--- src/rtl/imem_loader_pkg.sv ---
// Shared constants and state type for the R500 run-time program loader.
package r500_loader_pkg;

    localparam logic [7:0] SYNC_BYTE = 8'hA5;
    localparam logic [7:0] ACK_BYTE  = 8'h06;
    localparam logic [7:0] NAK_BYTE  = 8'h15;

    typedef enum logic [2:0] {
        IDLE,
        LEN0,
        LEN1,
        DATA,
        CSUM,
        RESP
    } ldr_state_t;

endpackage

--- src/rtl/imem_loader_if.sv ---
// Byte stream in, IMEM write port, core reset and response channel of the loader.
interface imem_loader_if #(parameter int ADDR_WIDTH = 10);

    logic [7:0]            rx_data;
    logic                  rx_valid;
    logic                  rx_ready;
    logic                  imem_we;
    logic [ADDR_WIDTH-1:0] imem_addr;
    logic [31:0]           imem_wdata;
    logic                  cpu_rst_n;
    logic [7:0]            resp_data;
    logic                  resp_valid;
    logic                  resp_ready;
    logic                  load_done;
    logic                  load_err;

    modport slave (
        input  rx_data, rx_valid, resp_ready,
        output rx_ready, imem_we, imem_addr, imem_wdata, cpu_rst_n,
               resp_data, resp_valid, load_done, load_err
    );

    modport master (
        output rx_data, rx_valid, resp_ready,
        input  rx_ready, imem_we, imem_addr, imem_wdata, cpu_rst_n,
               resp_data, resp_valid, load_done, load_err
    );

endinterface

--- src/rtl/imem_loader_timeout.sv ---
// Inter-byte idle timer: down-counter reloaded on every accepted byte or while out of frame.
module ldr_timeout #(
    parameter int TIMEOUT_CYCLES = 1000000
) (
    input  logic clk,
    input  logic rst_n,
    input  logic clr_i,
    input  logic en_i,
    output logic expired_o
);

    localparam int            CW   = $clog2(TIMEOUT_CYCLES + 1);
    localparam logic [CW-1:0] LOAD = CW'(TIMEOUT_CYCLES - 1);

    logic [CW-1:0] cnt_q, cnt_d;

    always_comb begin
        cnt_d = cnt_q;
        if (clr_i || !en_i) begin
            cnt_d = LOAD;
        end else if (cnt_q != '0) begin
            cnt_d = cnt_q - CW'(1);
        end
    end

    always_ff @(posedge clk) begin
        if (!rst_n) begin
            cnt_q <= LOAD;
        end else begin
            cnt_q <= cnt_d;
        end
    end

    // Fires on the TIMEOUT_CYCLES-th consecutive idle cycle; the FSM leaves the frame at once.
    assign expired_o = en_i && !clr_i && (cnt_q == '0);

endmodule

--- src/rtl/imem_loader.sv ---
// Framed byte-stream loader: packs LE words into IMEM, verifies checksum, gates core reset.
//   state | meaning
//   IDLE  | drop bytes until SYNC
//   LEN0  | expect word count low byte
//   LEN1  | expect word count high byte, range-check
//   DATA  | pack 4 bytes per word, write IMEM
//   CSUM  | expect checksum byte
//   RESP  | present ACK/NAK until consumed
module imem_loader
    import r500_loader_pkg::*;
#(
    parameter int ADDR_WIDTH     = 10,
    parameter int TIMEOUT_CYCLES = 1000000,
    parameter bit BOOT_RUN       = 1'b0
) (
    input  logic           clk,
    input  logic           rst_n,
    imem_loader_if.slave   bus
);

    localparam logic [16:0] MAX_WORDS = 17'(1) << ADDR_WIDTH;

    ldr_state_t            state_q, state_d;
    logic [7:0]            len_lo_q, len_lo_d;
    logic [15:0]           len_q, len_d;
    logic [16:0]           word_cnt_q, word_cnt_d;
    logic [1:0]            byte_idx_q, byte_idx_d;
    logic [23:0]           pack_q, pack_d;
    logic [7:0]            csum_q, csum_d;
    logic                  imem_we_q, imem_we_d;
    logic [ADDR_WIDTH-1:0] imem_addr_q, imem_addr_d;
    logic [31:0]           imem_wdata_q, imem_wdata_d;
    logic                  cpu_rst_n_q, cpu_rst_n_d;
    logic [7:0]            resp_data_q, resp_data_d;
    logic                  load_done_q, load_done_d;
    logic                  load_err_q, load_err_d;

    logic                  rx_ready;
    logic                  accept;
    logic                  in_frame;
    logic                  expired;
    logic [15:0]           len_rx;
    logic [7:0]            csum_next;

    assign rx_ready  = (state_q != RESP);
    assign accept    = bus.rx_valid && rx_ready;
    assign in_frame  = (state_q == LEN0) || (state_q == LEN1) ||
                       (state_q == DATA) || (state_q == CSUM);
    assign len_rx    = {bus.rx_data, len_lo_q};
    assign csum_next = csum_q + bus.rx_data;

    ldr_timeout #(.TIMEOUT_CYCLES(TIMEOUT_CYCLES)) u_timeout (
        .clk       (clk),
        .rst_n     (rst_n),
        .clr_i     (accept),
        .en_i      (in_frame),
        .expired_o (expired)
    );

    always_comb begin
        state_d      = state_q;
        len_lo_d     = len_lo_q;
        len_d        = len_q;
        word_cnt_d   = word_cnt_q;
        byte_idx_d   = byte_idx_q;
        pack_d       = pack_q;
        csum_d       = csum_q;
        imem_we_d    = 1'b0;
        imem_addr_d  = imem_addr_q;
        imem_wdata_d = imem_wdata_q;
        cpu_rst_n_d  = cpu_rst_n_q;
        resp_data_d  = resp_data_q;
        load_done_d  = load_done_q;
        load_err_d   = load_err_q;

        case (state_q)
            IDLE: begin
                if (accept && bus.rx_data == SYNC_BYTE) begin
                    state_d     = LEN0;
                    cpu_rst_n_d = 1'b0;
                    load_done_d = 1'b0;
                    load_err_d  = 1'b0;
                    word_cnt_d  = '0;
                    byte_idx_d  = '0;
                    csum_d      = '0;
                end
            end
            LEN0: begin
                if (accept) begin
                    len_lo_d = bus.rx_data;
                    state_d  = LEN1;
                end
            end
            LEN1: begin
                if (accept) begin
                    len_d = len_rx;
                    if (len_rx == '0) begin
                        state_d = CSUM;
                    end else if ({1'b0, len_rx} > MAX_WORDS) begin
                        state_d     = RESP;
                        resp_data_d = NAK_BYTE;
                    end else begin
                        state_d = DATA;
                    end
                end
            end
            DATA: begin
                if (accept) begin
                    csum_d     = csum_next;
                    byte_idx_d = byte_idx_q + 2'd1;
                    if (byte_idx_q == 2'd3) begin
                        imem_we_d    = 1'b1;
                        imem_addr_d  = word_cnt_q[ADDR_WIDTH-1:0];
                        imem_wdata_d = {bus.rx_data, pack_q};
                        word_cnt_d   = word_cnt_q + 17'd1;
                        if (word_cnt_q + 17'd1 == {1'b0, len_q}) begin
                            state_d = CSUM;
                        end
                    end else begin
                        // Shift right so bytes 0..2 end up LSB-first in pack_q.
                        pack_d = {bus.rx_data, pack_q[23:8]};
                    end
                end
            end
            CSUM: begin
                if (accept) begin
                    state_d     = RESP;
                    resp_data_d = (csum_next == 8'd0) ? ACK_BYTE : NAK_BYTE;
                end
            end
            RESP: begin
                if (bus.resp_ready) begin
                    state_d = IDLE;
                    if (resp_data_q == ACK_BYTE) begin
                        load_done_d = 1'b1;
                        cpu_rst_n_d = 1'b1;
                    end else begin
                        load_err_d = 1'b1;
                    end
                end
            end
            default: state_d = IDLE;
        endcase

        if (expired) begin
            state_d    = IDLE;
            load_err_d = 1'b1;
        end
    end

    always_ff @(posedge clk) begin
        if (!rst_n) begin
            state_q      <= IDLE;
            len_lo_q     <= '0;
            len_q        <= '0;
            word_cnt_q   <= '0;
            byte_idx_q   <= '0;
            pack_q       <= '0;
            csum_q       <= '0;
            imem_we_q    <= 1'b0;
            imem_addr_q  <= '0;
            imem_wdata_q <= '0;
            cpu_rst_n_q  <= BOOT_RUN;
            resp_data_q  <= '0;
            load_done_q  <= 1'b0;
            load_err_q   <= 1'b0;
        end else begin
            state_q      <= state_d;
            len_lo_q     <= len_lo_d;
            len_q        <= len_d;
            word_cnt_q   <= word_cnt_d;
            byte_idx_q   <= byte_idx_d;
            pack_q       <= pack_d;
            csum_q       <= csum_d;
            imem_we_q    <= imem_we_d;
            imem_addr_q  <= imem_addr_d;
            imem_wdata_q <= imem_wdata_d;
            cpu_rst_n_q  <= cpu_rst_n_d;
            resp_data_q  <= resp_data_d;
            load_done_q  <= load_done_d;
            load_err_q   <= load_err_d;
        end
    end

    assign bus.rx_ready   = rx_ready;
    assign bus.imem_we    = imem_we_q;
    assign bus.imem_addr  = imem_addr_q;
    assign bus.imem_wdata = imem_wdata_q;
    assign bus.cpu_rst_n  = cpu_rst_n_q;
    assign bus.resp_data  = resp_data_q;
    assign bus.resp_valid = (state_q == RESP);
    assign bus.load_done  = load_done_q;
    assign bus.load_err   = load_err_q;

endmodule
--- src/flat_wrapper.sv ---
// flat-port wrapper written by rule: the top's interface ports become plain ports
module imem_loader_flat import r500_loader_pkg::*;
#(
    parameter int ADDR_WIDTH     = 10,
    parameter int TIMEOUT_CYCLES = 1000000,
    parameter bit BOOT_RUN       = 1'b0
)
  (clk, rst_n, bus_rx_data, bus_rx_valid, bus_resp_ready, bus_rx_ready, bus_imem_we, bus_imem_addr, bus_imem_wdata, bus_cpu_rst_n, bus_resp_data, bus_resp_valid, bus_load_done, bus_load_err);
  imem_loader_if #(.ADDR_WIDTH(ADDR_WIDTH)) bus_i ();
  input  logic clk;
  input  logic rst_n;
  input wire logic [$bits(bus_i.rx_data)-1:0] bus_rx_data;
  input wire logic [$bits(bus_i.rx_valid)-1:0] bus_rx_valid;
  input wire logic [$bits(bus_i.resp_ready)-1:0] bus_resp_ready;
  output wire logic [$bits(bus_i.rx_ready)-1:0] bus_rx_ready;
  output wire logic [$bits(bus_i.imem_we)-1:0] bus_imem_we;
  output wire logic [$bits(bus_i.imem_addr)-1:0] bus_imem_addr;
  output wire logic [$bits(bus_i.imem_wdata)-1:0] bus_imem_wdata;
  output wire logic [$bits(bus_i.cpu_rst_n)-1:0] bus_cpu_rst_n;
  output wire logic [$bits(bus_i.resp_data)-1:0] bus_resp_data;
  output wire logic [$bits(bus_i.resp_valid)-1:0] bus_resp_valid;
  output wire logic [$bits(bus_i.load_done)-1:0] bus_load_done;
  output wire logic [$bits(bus_i.load_err)-1:0] bus_load_err;
  assign bus_i.rx_data = bus_rx_data;
  assign bus_i.rx_valid = bus_rx_valid;
  assign bus_i.resp_ready = bus_resp_ready;
  assign bus_rx_ready = bus_i.rx_ready;
  assign bus_imem_we = bus_i.imem_we;
  assign bus_imem_addr = bus_i.imem_addr;
  assign bus_imem_wdata = bus_i.imem_wdata;
  assign bus_cpu_rst_n = bus_i.cpu_rst_n;
  assign bus_resp_data = bus_i.resp_data;
  assign bus_resp_valid = bus_i.resp_valid;
  assign bus_load_done = bus_i.load_done;
  assign bus_load_err = bus_i.load_err;
  imem_loader #(.ADDR_WIDTH(ADDR_WIDTH), .TIMEOUT_CYCLES(TIMEOUT_CYCLES), .BOOT_RUN(BOOT_RUN)) u_core (.clk(clk), .rst_n(rst_n), .bus(bus_i));
endmodule
--- config.mk ---
export PLATFORM = sky130hd
export DESIGN_NAME = imem_loader_flat
export DESIGN_NICKNAME = d
export VERILOG_FILES = /design/src/rtl/imem_loader_pkg.sv /design/src/rtl/imem_loader_if.sv /design/src/rtl/imem_loader_timeout.sv /design/src/rtl/imem_loader.sv /design/src/flat_wrapper.sv
export SDC_FILE = /design/constraint.sdc
export NUM_CORES = 1
export LEC_CHECK = 0
export CELL_PAD_IN_SITES_DETAIL_PLACEMENT = 0
export CELL_PAD_IN_SITES_GLOBAL_PLACEMENT = 1
export CORE_MARGIN = 2
export CORE_UTILIZATION = 40
export DETAILED_ROUTE_END_ITERATION = 8
export PLACE_DENSITY = 0.84
export REMOVE_ABC_BUFFERS = 1
export SETUP_SLACK_MARGIN = 0.2
export SKIP_CTS_REPAIR_TIMING = 1
export SYNTH_ARGS = -nofsm -noshare
export SYNTH_HDL_FRONTEND = slang
export SYNTH_SLANG_ARGS = --single-unit
--- constraint.sdc ---
create_clock -name clk -period 3.65 [get_ports clk]
set_input_delay 1.095 -clock clk [delete_from_list [all_inputs] [get_ports clk]]
set_output_delay 1.095 -clock clk [all_outputs]
set_load 0.01 [all_outputs]
# Word-level counts from Yosys, hierarchy flattened
# Index checks and enable logic that the tools add are counted.
# totals
regBits	151
out_inout_bits	56
# op_classes
addsub	4
order_cmp	1
eq_ne	24
n_mux	36
bitwise_logic	2
reduce_logical	32
# ops
cell	n
17-bit 2-to-1 mux	3
8-bit 2-to-1 mux	6
17-bit one-hot mux with 2 select lines	1
8-bit one-hot mux with 2 select lines	2
3-bit 2-to-1 mux	10
20-bit zero test	1
20-bit nonzero test	1
20-bit by 1-bit subtractor with 20-bit output (second input constant)	1
3-bit one-hot mux with 6 select lines	1
17-bit by 1-bit adder with 17-bit output (second input constant)	1
17-bit by 16-bit equality test with 1-bit output	1
16-bit by 11-bit greater-than comparator with 1-bit output (second input constant)	1
16-bit zero test	1
2-bit by 1-bit inequality test with 1-bit output (second input constant)	6
3-bit AND reduction	4
4-bit AND reduction	3
2-bit inequality test (second input constant)	5
8-bit adder	1
8-bit by 3-bit equality test with 1-bit output (second input constant)	1
8-bit equality test (second input constant)	1
8-bit zero test	1
8-bit AND reduction	1
1-bit 2-to-1 mux	7
3-bit by 2-bit equality test with 1-bit output (second input constant)	2
21 further kinds	37

# Logic depth before layout (Yosys ltp)
# depth
depth_word	8
depth_mapped	9
mapped_depth_nobuf	8

# Modules after synthesis
# Synthesis repeated with hierarchy kept, for this count alone.
# unflattened
cells_unflattened	891
hier_area_um2	6876.6
# by_module_without_submodules
mod	instances	cells_per_inst	area_each_um2	seq_area_each_um2
imem_loader	1	758	5761.8	2522.4
ldr_timeout	1	133	1114.8	400.4

# Worst setup path before layout
# No wires, ideal clock.
# synth_timing
path_kind	in2reg
start	input port bus_rx_data[0]
end	register u_core.resp_data_q[1] (netlist: u_core.bus.resp_data[1])
arrival_ps	2928
path_slack_ps	606
path_stages	8
n_path_buf	0
path_cell_list	ha_1 fa_1 a21o_1 a21oi_1 nor2b_1 o311ai_0 nor2_1 a41o_1
# synth_via
elab_chain_len	5
# synth_rtl
element	line	rtl
start: declaration	flat_wrapper.sv:12	input wire logic [$bits(bus_i.rx_data)-1:0] bus_rx_data;
8-bit adder	imem_loader.sv:50	assign csum_next = csum_q + bus.rx_data;
8-bit zero test	imem_loader.sv:128	resp_data_d = (csum_next == 8'd0) ? ACK_BYTE : NAK_BYTE;
5-bit 2-to-1 mux	imem_loader.sv:128	
8-bit 2-to-1 mux	imem_loader.sv:126	if (accept) begin
8-bit one-hot mux with 2 select lines	imem_loader.sv:76	case (state_q)
end signal: assignment	imem_loader.sv:179	resp_data_q <= resp_data_d;
end: declaration	imem_loader.sv:34	logic [7:0] resp_data_q, resp_data_d;
# Parallel ways exist; a longest one is shown, timed or not. The select of a mux whose other input is x is not followed.
# A chain may end at the register's enable or synchronous reset.

# Worst setup path in the final report
# layout_timing
start	register u_core.state_q[0]
end	output port bus_resp_valid
# layout_via
elab_chain_len	1
# layout_rtl
element	line	rtl
start: declaration	imem_loader.sv:23	ldr_state_t state_q, state_d;
start signal: assignment	imem_loader.sv:168	state_q <= state_d;
3-bit equality test	imem_loader.sv:191	assign bus.resp_valid = (state_q == RESP);
end: declaration	flat_wrapper.sv:21	output wire logic [$bits(bus_i.resp_valid)-1:0] bus_resp_valid;
# No other way between the ends.

==> run metrics <==
max cap viols 0; Nets 941; CP startpoint kind flip-flop; wire length per cell 14.2 um; Synth Flop Type dfxtp_1; vias in the first global route 5,308; Worst Clk Skew 10.7 ps; slowest stage cell, crit path clkdlybuf4s50_1; post-synthesis register bit count 146; CTS Buffer Depth 2; Critical Path RT 2550 ps; total gr overflow 0; Pre-Repair DR Iteration Count 6; register area share after synthesis 0.438; Yosys top cell by area dfxtp_1; fmax 315 MHz; Setup TNS 0 ps; fin crit share 0.869; First DRT Iteration DRCs 481; top cells by count, synth nand2_1 (222), dfxtp_1 (146), a21oi_1 (120); io pins 68; Synth cell types 63; TritonCTS clock tree yes; Worst Max-Slew Pin Slew 844 ps; synth top area cells dfxtp_1 (44%), nand2_1 (12%), a21oi_1 (9.0%), nor2_1 (3.5%), xor2_1 (2.4%); Core Util, Final 0.494; Vias/cell 5.22; largest net degree at the start of global routing 81; HPWL after DPL 11,200 um; GRT Overall Usage 0.188; Hold Vio Cnt, Final 0; Async SR Flop Fraction 0; Final Max Slew Viols 0; synth warn 0; Mean Syn Cell Area 7.71 um2; Area growth syn-to-layout 21.9%; Post-synth EDFFs 0; die area 17,700 um2; Netlist Area Pre-Place 6670 um2; drt total wl 16,400 um; IO buf count 63; Final ANT Viol Nets 0; Setup CP Type flip-flop to output pin; Via Count 6,008; CP Data Arrival Time 2080 ps; Power Density 461 nW/um2; gpl congestion 0.867; Synth Instances 866; Worst slew margin 0.434; DRC 0; final setup violation count 0; # rows 47; first-pass GRT wire length 26,900 um; H-tree depth 4; count leader, synth nand2_1; CP top delay family buffers and inverters; clock latency on the worst-skew pair 430 ps; Hold Slack 451 ps; Synth top area share 0.438; CP Cell Sequence nor2b_1 > and2_1 > clkdlybuf4s50_1; Initial Util 0.405; layout cells sized above 1 0.0667; initial antenna violation count 0; n_diodes 0; status completed; Lkg Pwr 2.78 nW; Crit. End Element output pin; Hold WC Path Type flip-flop to flip-flop; core area 16,500 um2; Crit Path Max Fanout 13; Tmin final 3170 ps; critical path buffer and inverter count 1; CTS Sinks 146; die width 133 um; Max VDD drop 0.389 mV; total power draw 3.75 mW; root buffer cell clkbuf_16; Worst-path clk slew 60 ps; RSZ-0062 raised after global routing no; Die Y 133 um; max incr delay on CP 570 ps; # fillers 1,690; Num CTS Buffers 17
worst paths after layout:
kind / start / end / slack, ps / cells after the start
max: u_core.state_q[0] / bus_resp_valid / 480 / 3
min: u_core.bus.imem_addr[9] / u_core.bus.imem_addr[9] / 450 / 2
max reg2reg: u_core.word_cnt_q[0] / u_core.state_q[1] / 1130 / 7
min reg2reg: u_core.bus.imem_addr[9] / u_core.bus.imem_addr[9] / 450 / 2
registers in the layout, summed over array words and instances (netlist names):
name,cells
u_core.bus.imem_wdata,32
u_core.pack_q,24
u_core.u_timeout.cnt_q,20
u_core.word_cnt_q,17
u_core.len_q,16
u_core.bus.imem_addr,10
u_core.csum_q,8
u_core.len_lo_q,8
u_core.bus.resp_data,3
u_core.state_q,3
u_core.byte_idx_q,2
u_core.bus.cpu_rst_n,1
u_core.bus.imem_we,1
u_core.bus.load_err,1
power breakdown:
part           leakage (nW)  total [mW]  internal (mW)  switching, mW
combinational          1.32       0.348          0.137          0.211
clock                 0.284        1.73           1.05          0.684
sequential             1.18        1.68           1.63         0.0482
kinds of logic after synthesis:
family,Yosys count,share of synthesized area
AND/OR/NAND/NOR,406,0.280
other,1,0.000562
AO/OA/AOI/OAI,197,0.168
buffers and inverters,69,0.0446
XOR/XNOR,35,0.0459
multiplexers,1,0.00150
flip-flops,146,0.438
adder cells (fa/ha/maj),11,0.0217
metal layers:
layer | vias up | track usage | wire length (um)
li1 | 3069 | - | -
met1 | 2791 | 0.255 | 7920
met2 | 128 | 0.296 | 7560
met3 | 20 | 0.0460 | 668
met4 | 0 | 0.0626 | 221
met5 | - | 0 | 0
cell usage in the layout (no fill, tap or decap), types with 3 or more instances in the layout:
cell and count:
nand2_1 221, dfxtp_1 146, a21oi_1 120, nor2_1 63
clkdlybuf4s50_1 63, o21ai_0 27, nand3_1 23, buf_4 22
xor2_1 18, xnor2_1 17, clkbuf_16 17, nor3_1 14
inv_1 11, nand3b_1 10, ha_1 10, and2_1 9
nand4_1 9, or3_1 8, a211oi_1 7, a31oi_1 7
or4_1 7, nor2b_1 7, nor4_1 6, and4_1 5
a22oi_1 5, nand2b_1 5, conb_1 4, clkinv_4 4
a211o_1 3, and3_1 3, and3b_1 3
worst reg2reg max path, cell delays in order (launching register included):
cell      delay, ps
dfxtp_1         450
ha_1            340
nand4_1         250
or4_1           530
xnor2_1         170
a311oi_1        270
and4_1          290
o21ai_0         100
layout make-up:
class	instances	area (um2)	area share
clock inverter	10	125	0.0154
timing repair buffer	87	836	0.103
inverter	12	46.3	0.00569
tap	220	275	0.0338
clock buffer	21	460	0.0566
sequential	146	2920	0.359
multi-input combinational	654	3470	0.426
through the flow:
stage                     worst slack (ps)  std cells  cell area [um2]
after global routing                   370       1150             8130
after global placement                34.4       1119             7550
final                                  480       1150             8130
after CTS                              497       1150             8130
after floorplan                       67.6        812             6430
after detailed placement              77.6       1119             7550
Power figures use the tool's default switching activity.
